## config.mk

```make
export PLATFORM = sky130hd
export DESIGN_NAME = memory_arbiter
export DESIGN_NICKNAME = d
export VERILOG_FILES = /design/src/rtl/memory_arbiter.sv
export SDC_FILE = /design/constraint.sdc
export NUM_CORES = 1
export LEC_CHECK = 0
export ABC_AREA = 1
export BUFFER_PORTS_ARGS = -buffer_cell sky130_fd_sc_hd__clkbuf_2
export CELL_PAD_IN_SITES_DETAIL_PLACEMENT = 2
export CELL_PAD_IN_SITES_GLOBAL_PLACEMENT = 2
export CORE_MARGIN = 2
export CORE_UTILIZATION = 12
export DETAILED_ROUTE_END_ITERATION = 12
export GPL_ROUTABILITY_DRIVEN = 0
export GPL_TIMING_DRIVEN = 0
export PLACE_DENSITY = 0.86
export RECOVER_POWER = 50
export SYNTH_ARGS = -nofsm -noshare
export SYNTH_HDL_FRONTEND = slang
export SYNTH_SLANG_ARGS = --single-unit
```

## constraint.sdc

```tcl
create_clock -name CLK -period 4.6 [get_ports CLK]
set_clock_uncertainty 0.05 [all_clocks]
set_input_delay 0.46 -clock CLK [delete_from_list [all_inputs] [get_ports CLK]]
set_output_delay 0.46 -clock CLK [all_outputs]
set_load 0.1 [all_outputs]
```

## src/rtl/memory_arbiter.sv

```systemverilog
// memory_arbiter: round-robin share of one RAM among CPUS icache/dcache ports (CLK/RST; iREN/dREN/dWEN/iaddr/daddr/dstore in, iwait/dwait/iload/dload out; ramREN/ramWEN/ramaddr/ramstore out, ramload/ramstate in; arb_timeout sticky)
module memory_arbiter #(
  parameter int CPUS = 2,
  parameter int WIDTH = 32,
  parameter int TIMEOUT = 255
) (
  input  logic                  CLK,
  input  logic                  RST,
  input  logic [CPUS-1:0]       iREN,
  input  logic [CPUS-1:0]       dREN,
  input  logic [CPUS-1:0]       dWEN,
  input  logic [CPUS*WIDTH-1:0] iaddr,
  input  logic [CPUS*WIDTH-1:0] daddr,
  input  logic [CPUS*WIDTH-1:0] dstore,
  output logic [CPUS-1:0]       iwait,
  output logic [CPUS-1:0]       dwait,
  output logic [CPUS*WIDTH-1:0] iload,
  output logic [CPUS*WIDTH-1:0] dload,
  output logic                  ramREN,
  output logic                  ramWEN,
  output logic [WIDTH-1:0]      ramaddr,
  output logic [WIDTH-1:0]      ramstore,
  input  logic [WIDTH-1:0]      ramload,
  input  logic [1:0]            ramstate,
  output logic                  arb_timeout
);
  localparam int N = 2 * CPUS;
  localparam int GW = $clog2(N);
  localparam int CW = TIMEOUT > 0 ? $clog2(TIMEOUT + 1) : 1;
  typedef enum logic {IDLE, BUSY} state_t;
  state_t state, state_n;
  logic [GW-1:0] gnt, last_grant, pick;
  logic [CW-1:0] cnt, cnt_n;
  logic [N-1:0] req;
  logic gnt_req, access, busy, done;
  logic sel_dren, sel_dwen, sel_iren;
  logic [WIDTH-1:0] sel_daddr, sel_iaddr, sel_dstore;
  int best;
  for (genvar c = 0; c < CPUS; c++) begin : g_req
    assign req[2*c] = dREN[c] | dWEN[c];
    assign req[2*c+1] = iREN[c];
  end
  assign access = ramstate == 2'd2;
  assign busy = state == BUSY;
  assign done = busy && gnt_req && access;
  assign cnt_n = cnt == CW'(TIMEOUT) ? cnt : cnt + 1'b1;
  assign state_n = !busy ? (|req ? BUSY : IDLE) : (gnt_req && !access ? BUSY : IDLE);
  // closest active requestor in upward circular distance from last_grant+1
  always_comb begin
    pick = last_grant;
    best = N;
    for (int r = 0; r < N; r++)
      if (req[r] && (r + N - int'(last_grant) - 1) % N < best) begin
        best = (r + N - int'(last_grant) - 1) % N;
        pick = GW'(r);
      end
  end
  always_comb begin
    gnt_req = 1'b0;
    sel_dren = 1'b0;
    sel_dwen = 1'b0;
    sel_iren = 1'b0;
    sel_daddr = '0;
    sel_iaddr = '0;
    sel_dstore = '0;
    for (int r = 0; r < N; r++)
      if (GW'(r) == gnt) gnt_req = req[r];
    for (int c = 0; c < CPUS; c++)
      if (GW'(c) == gnt >> 1) begin
        sel_dren = dREN[c];
        sel_dwen = dWEN[c];
        sel_iren = iREN[c];
        sel_daddr = daddr[c*WIDTH +: WIDTH];
        sel_iaddr = iaddr[c*WIDTH +: WIDTH];
        sel_dstore = dstore[c*WIDTH +: WIDTH];
      end
  end
  // odd grant index is an icache; a dcache with both enables is a write
  assign ramWEN = busy && !gnt[0] && sel_dwen;
  assign ramREN = busy && (gnt[0] ? sel_iren : sel_dren && !sel_dwen);
  assign ramaddr = !busy ? '0 : gnt[0] ? sel_iaddr : sel_daddr;
  assign ramstore = ramWEN ? sel_dstore : '0;
  always_comb begin
    iwait = '1;
    dwait = '1;
    iload = '0;
    dload = '0;
    for (int c = 0; c < CPUS; c++)
      if (done && GW'(c) == gnt >> 1) begin
        if (gnt[0]) begin
          iwait[c] = 1'b0;
          iload[c*WIDTH +: WIDTH] = ramload;
        end else begin
          dwait[c] = 1'b0;
          dload[c*WIDTH +: WIDTH] = ramload;
        end
      end
  end
  always_ff @(posedge CLK) begin
    if (RST) begin
      state <= IDLE;
      gnt <= '0;
      last_grant <= GW'(N - 1);
      cnt <= '0;
      arb_timeout <= 1'b0;
    end else begin
      state <= state_n;
      if (!busy && |req) begin
        gnt <= pick;
        cnt <= '0;
      end
      if (busy && !access) begin
        cnt <= cnt_n;
        arb_timeout <= arb_timeout | (cnt_n == CW'(TIMEOUT));
      end
      if (busy && state_n == IDLE) last_grant <= gnt;
    end
  end
endmodule

```

## Word-level counts from Yosys, hierarchy flattened

Cells that the tools add are included.

- Flip-flop bits (word level): 14
- Bits of input ports: 234
- Output and inout port bits: 199

- Add/subtract/negate cells: 9
- Magnitude comparators: 4
- Equal/unequal tests: 6
- Muxes and demuxes: 45
- Bitwise gates (word level): 8
- Reduce and logical (&&, ||, !) cells: 28

Operator list:

| kind | number |
|---|---|
| 32-bit two-way mux | 18 |
| 3-bit by 32-bit < comparator with 1-bit output | 3 |
| 8-bit two-way mux | 3 |
| 1-bit two-way mux | 20 |
| 4-bit by 2-bit subtractor with 5-bit output, second input constant | 4 |
| 8-bit equality test, second input constant | 2 |
| 1-bit logical AND | 16 |
| 3-bit by 2-bit subtractor with 4-bit output, first input constant | 4 |
| 8-bit by 1-bit adder with 8-bit output, second input constant | 1 |
| 2-bit two-way mux | 4 |
| 2-bit OR reduction | 4 |
| 1-bit AND | 4 |
| 2-bit equality test, first input constant | 2 |
| 1-bit logical NOT | 4 |
| 2-bit logical NOT | 2 |
| 3-bit by 4-bit < comparator with 1-bit output, second input constant | 1 |
| 4-bit OR reduction | 1 |
| 1-bit OR | 3 |
| 1-bit by 2-bit equality test with 1-bit output, first input constant | 1 |
| 2-bit equality test, second input constant | 1 |
| 2-bit nonzero test | 1 |
| 1-bit NOT | 1 |

## Logic depth before layout (Yosys ltp)

- Depth in word-level cells: 16
- Gate-level depth with buffers: 29
- Mapped depth without buffers: 29

## Worst setup path after synthesis

OpenSTA, ideal clock, no wires.

- Path type: input port to output port
- From: input port dWEN[0]
- To: output port ramstore[10]
- Arrival: 4.892 ns
- Slack: -0.802 ns
- Stages on the path: 7
- Path buffers: 1
- Cells stage by stage: inv_1 o21ai_0 inv_1 nor3_1 inv_1 clkbuf_1 a21oi_1

- Longest elaborated chain between the ends: 4

RTL lines:

| item | RTL line | source |
|---|---|---|
| start: declaration | 11 | `input logic [CPUS-1:0] dWEN,` |
| 1-bit two-way mux (2 in a row) | 69 | `if (GW'(c) == gnt >> 1) begin` |
| 1-bit logical AND | 79 | `assign ramWEN = busy && !gnt[0] && sel_dwen;` |
| net ramWEN | 20 | `output logic ramWEN,` |
| 32-bit two-way mux | 82 | `assign ramstore = ramWEN ? sel_dstore : '0;` |
| end: declaration | 22 | `output logic [WIDTH-1:0] ramstore,` |

The timed path passes the listed nets, and every way through them passes these cells.

## Worst setup path after layout

- From: register gnt[1]
- To: output port dload[3]

- Longest elaborated chain between the ends: 9
- Elaborated cells between the ends (all ways): 13
- Those cells by class: eq/ne (3); mux (5); reduce/logical (5)

RTL lines:

| item | RTL line | source |
|---|---|---|
| start: declaration | 32 | `logic [GW-1:0] gnt, last_grant, pick;` |
| start signal: assignment | 109 | `gnt <= pick;` |
| 2-bit logical NOT | 67 | `if (GW'(r) == gnt) gnt_req = req[r];` |
| 1-bit two-way mux (4 in a row) | 67 |  |
| 1-bit logical AND (2 in a row) | 45 | `assign done = busy && gnt_req && access;` |
| 1-bit logical AND (*) | 89 | `if (done && GW'(c) == gnt >> 1) begin` |
| 32-bit two-way mux (*) | 89 |  |
| end: declaration | 18 | `output logic [CPUS*WIDTH-1:0] dload,` |

Mark *: on every way between the ends. The rest lies on a longest branch, timed or not.

==> implementation parameters <==
Parameter                              Value

Outcome
  Run status    completed

Clock tree
  Clock tree buffer depth    2
  Level count of the clock H-tree    1
  Worst skew pair latency    240 ps
  Post-CTS Hold Fix Bufs    0
  TritonCTS clock tree    done
  Total of cells resized after clock tree synthesis    0
  Clock root buffer    clkbuf_16
  Clock edge transition at the registers on the reported setup and hold paths    50 ps
  Post-CTS setup repair buffer count    0
  CTS sink cnt    14
  Total CTS buffers    3

STA
  Final setup margin    436 ps
  Slew margin rel.    13.9%
  Number of endpoints failing setup at the final stage    0
  Setup repair after global routing missed its margin    no
  Time the worst path needs with I/O delays and setup    4160 ps
  Sum of negative setup slack    0 ps
  Period utilisation layout    90.5%
  Pins over their slew limit    0
  Worst Tran Pin Value    1300 ps
  Achievable frequency    0.240 GHz
  Final hold violations    0

Floorplanning
  Initial Util    12.3%
  DIE AREA    27900 sq um
  I/O pin total    433
  Vertical die dimension    167 um
  Placement row count    59
  Horizontal extent of the die    167 um
  Area inside the core boundary    26100 sq um

Worst setup path
  Crit path max fanout    10
  CP delay by family, top    simple AND/OR/NAND/NOR gates
  CP arrival    3650 ps
  Critical Path Sink Type    primary output
  Delay of the slowest cell on the worst path    880 ps
  Startpoint type of the worst setup path    register
  Sum of buffers and inverters on the critical path    3
  Slowest-stage cell, CP    clkbuf_1
  Cells along the critical path    clkbuf_1, nor2_1, a21oi_1, nand3_1, nand4_2, nor2_2, nand2_2, buf_6, nor2_1, clkbuf_1
  Worst Path Class, Setup    register to primary output
  Worst endpoint required time    4090 ps

Synth
  Number of synthesized register bits    14
  Post-synthesis cell area    3190 sq um
  Fraction of the mapped netlist area in compound gates    24.0%
  Post-synth top area share    18.6%
  Number of enable-type register cells in the synthesized netlist    0
  Adder-cell share of the synthesized area    5.09%
  Top cells by area in the synthesized netlist    nand2_1 (19%), nor2_1 (18%), dfxtp_1 (8.8%)
  Simple-gate share of the synthesized area    46.1%
  Async SR Flop Fraction    0%
  Avg Synthesized Cell Area    5.03 sq um
  Number of warnings issued by yosys    0
  Synth Flop Type    dfxtp_1
  Dominant cell type by area after synthesis    nand2_1
  Cells after synthesis    635
  Share of synthesized area spent on multiplexers    0%
  Synth Net Count    882
  Sequential fraction of the synthesis area    8.78%
  Xor and xnor area share after synthesis    1.10%
  Dominant combinational cell family by area after synthesis    simple AND/OR/NAND/NOR gates
  Count of unique library cells instantiated by Yosys    28

Detailed routing
  DRC violation count after routing    0
  Routed Wire Length    27500 um
  Ratio of routed vias to standard cells    4.37
  Starting DRT DRC Count    251
  Routed length per placed instance    19.5 um
  Pre-Repair DR Iteration Count    4
  Number of routed nets with antenna violations    0
  Via Count    6163

Global route
  Final global-route overflow total    0
  Wire length of the first global-routing pass    40000 um
  Number of global-route vias before repair    6697
  Largest net degree at the start of global routing    11
  Total global-route track usage    18.4%
  Initial antenna violation count    6

Cells and area
  Commonest cells after routing, fill and taps aside    clkbuf_2 (339), nand2_1 (158), nor2_1 (150)
  Most frequent standard cell in the layout excluding fill and tap cells    clkbuf_2
  Area overhead of the layout relative to synthesis    80.1%
  Share of post-route cells with drive strength above 1    34.5%
  Nets    1319

Placement
  Detailed placer's ending HPWL    24000 um
  Count of input and output buffers    432
  Worst slack at placement    758 ps

Power
  Switching power total    1.68 mW
  Clk network pwr share    8.1%
  Internal    0.616 mW
  Relative contribution of combinational cells to total power    85.6%
  Peak VDD IR    0.222 mV
  Net Sw Frac    73.2%
  Ratio of total power to cell area    399 nW/um^2
  Proportion of power drawn by flip-flops and latches    6.3%
  P_leak    3.12 nW

Run
  Max-cap violations    0

Min path
  Hold Path Class    register to register
==> path summary, 6_finish.rpt <==
kind | start | end | slack [ps] | depth (start not counted)
max | gnt[1]$_SDFFE_PP0P_ | dload[3] | 440 | 10
min | arb_timeout$_SDFFE_PP0P_ | arb_timeout$_SDFFE_PP0P_ | 400 | 2
max reg2reg | last_grant[0]$_SDFFE_PP1P_ | gnt[0]$_SDFFE_PP0P_ | 740 | 25
min reg2reg | arb_timeout$_SDFFE_PP0P_ | arb_timeout$_SDFFE_PP0P_ | 400 | 2
==> tightest hold or removal path, stage by stage (launching register included) <==
cell	delay, ps
dfxtp_1	300
inv_1	50
a21oi_1	50
==> area by class of cell <==
| cell class | count | area (sq um) |
|---|---|---|
| flip-flops and latches | 14 | 280 |
| repair buffers | 432 | 2050 |
| fillers | 3450 | 20300 |
| multi-input cells | 510 | 2430 |
| inverters | 68 | 255 |
| well taps | 335 | 419 |
| plain buffers | 43 | 215 |
| clock buffers | 4 | 88.8 |
| diodes | 5 | 12.5 |
==> cell usage after synthesis, types with 4 or more instances <==
cell / count
a21oi_1: 50
a22oi_1: 32
a31oi_1: 33
buf_2: 8
buf_6: 6
clkbuf_1: 29
dfxtp_1: 14
ha_1: 13
inv_1: 64
inv_2: 4
nand2_1: 158
nand2_2: 5
nand3_1: 39
nor2_1: 149
o21ai_0: 10
==> flip-flops by register name, summed over array words and instances, names as in the netlist <==
| register | count |
|---|---|
| gnt | 2 |
| cnt | 8 |
| last_grant | 2 |
| busy | 1 |
| arb_timeout | 1 |
==> kinds of logic after synthesis <==
logic type,Yosys count
AOI/OAI and AO/OA,128
DFF,14
buffers and inverters,111
other,1
and+or+nand+nor,364
adders and majority gates,13
xor gates and xnor gates,4
==> power groups by stage <==
stage / Combinational [mW] / Sequential (mW) / Clock, mW
CTS: 2.01 / 0.146 / 0.189
global route: 2.09 / 0.148 / 0.199
finish: 1.96 / 0.146 / 0.186
detailed placement: 2.00 / 0.148 / 0
floorplan: 1.47 / 0.145 / 0
global placement: 1.97 / 0.147 / 0
==> per-layer routing <==
metal / global-route usage, % / routed length [um] / share of wire, % / vias up
met5: 0 / 13 / 0.047 / -
met2: 35.4 / 14300 / 52 / 303
li1: - / - / - / 2933
met3: 3.95 / 2010 / 7.3 / 37
met4: 5.25 / 768 / 2.8 / 2
met1: 20.2 / 10300 / 38 / 2888
==> through the flow <==
stage	area (sq um)	total power, mW	util [%]	cells	hold slack [ps]
after floorplan	3200	1.61	-	635	408
after global placement	5780	2.12	22.2	1402	394
after detailed placement	5780	2.15	22.2	1402	403
after CTS	5870	2.34	22.5	1406	411
after global routing	5750	2.43	22.1	1410	447
final	5750	2.30	22.1	1411	402
Note: power is estimated with default switching activity, not from simulation.
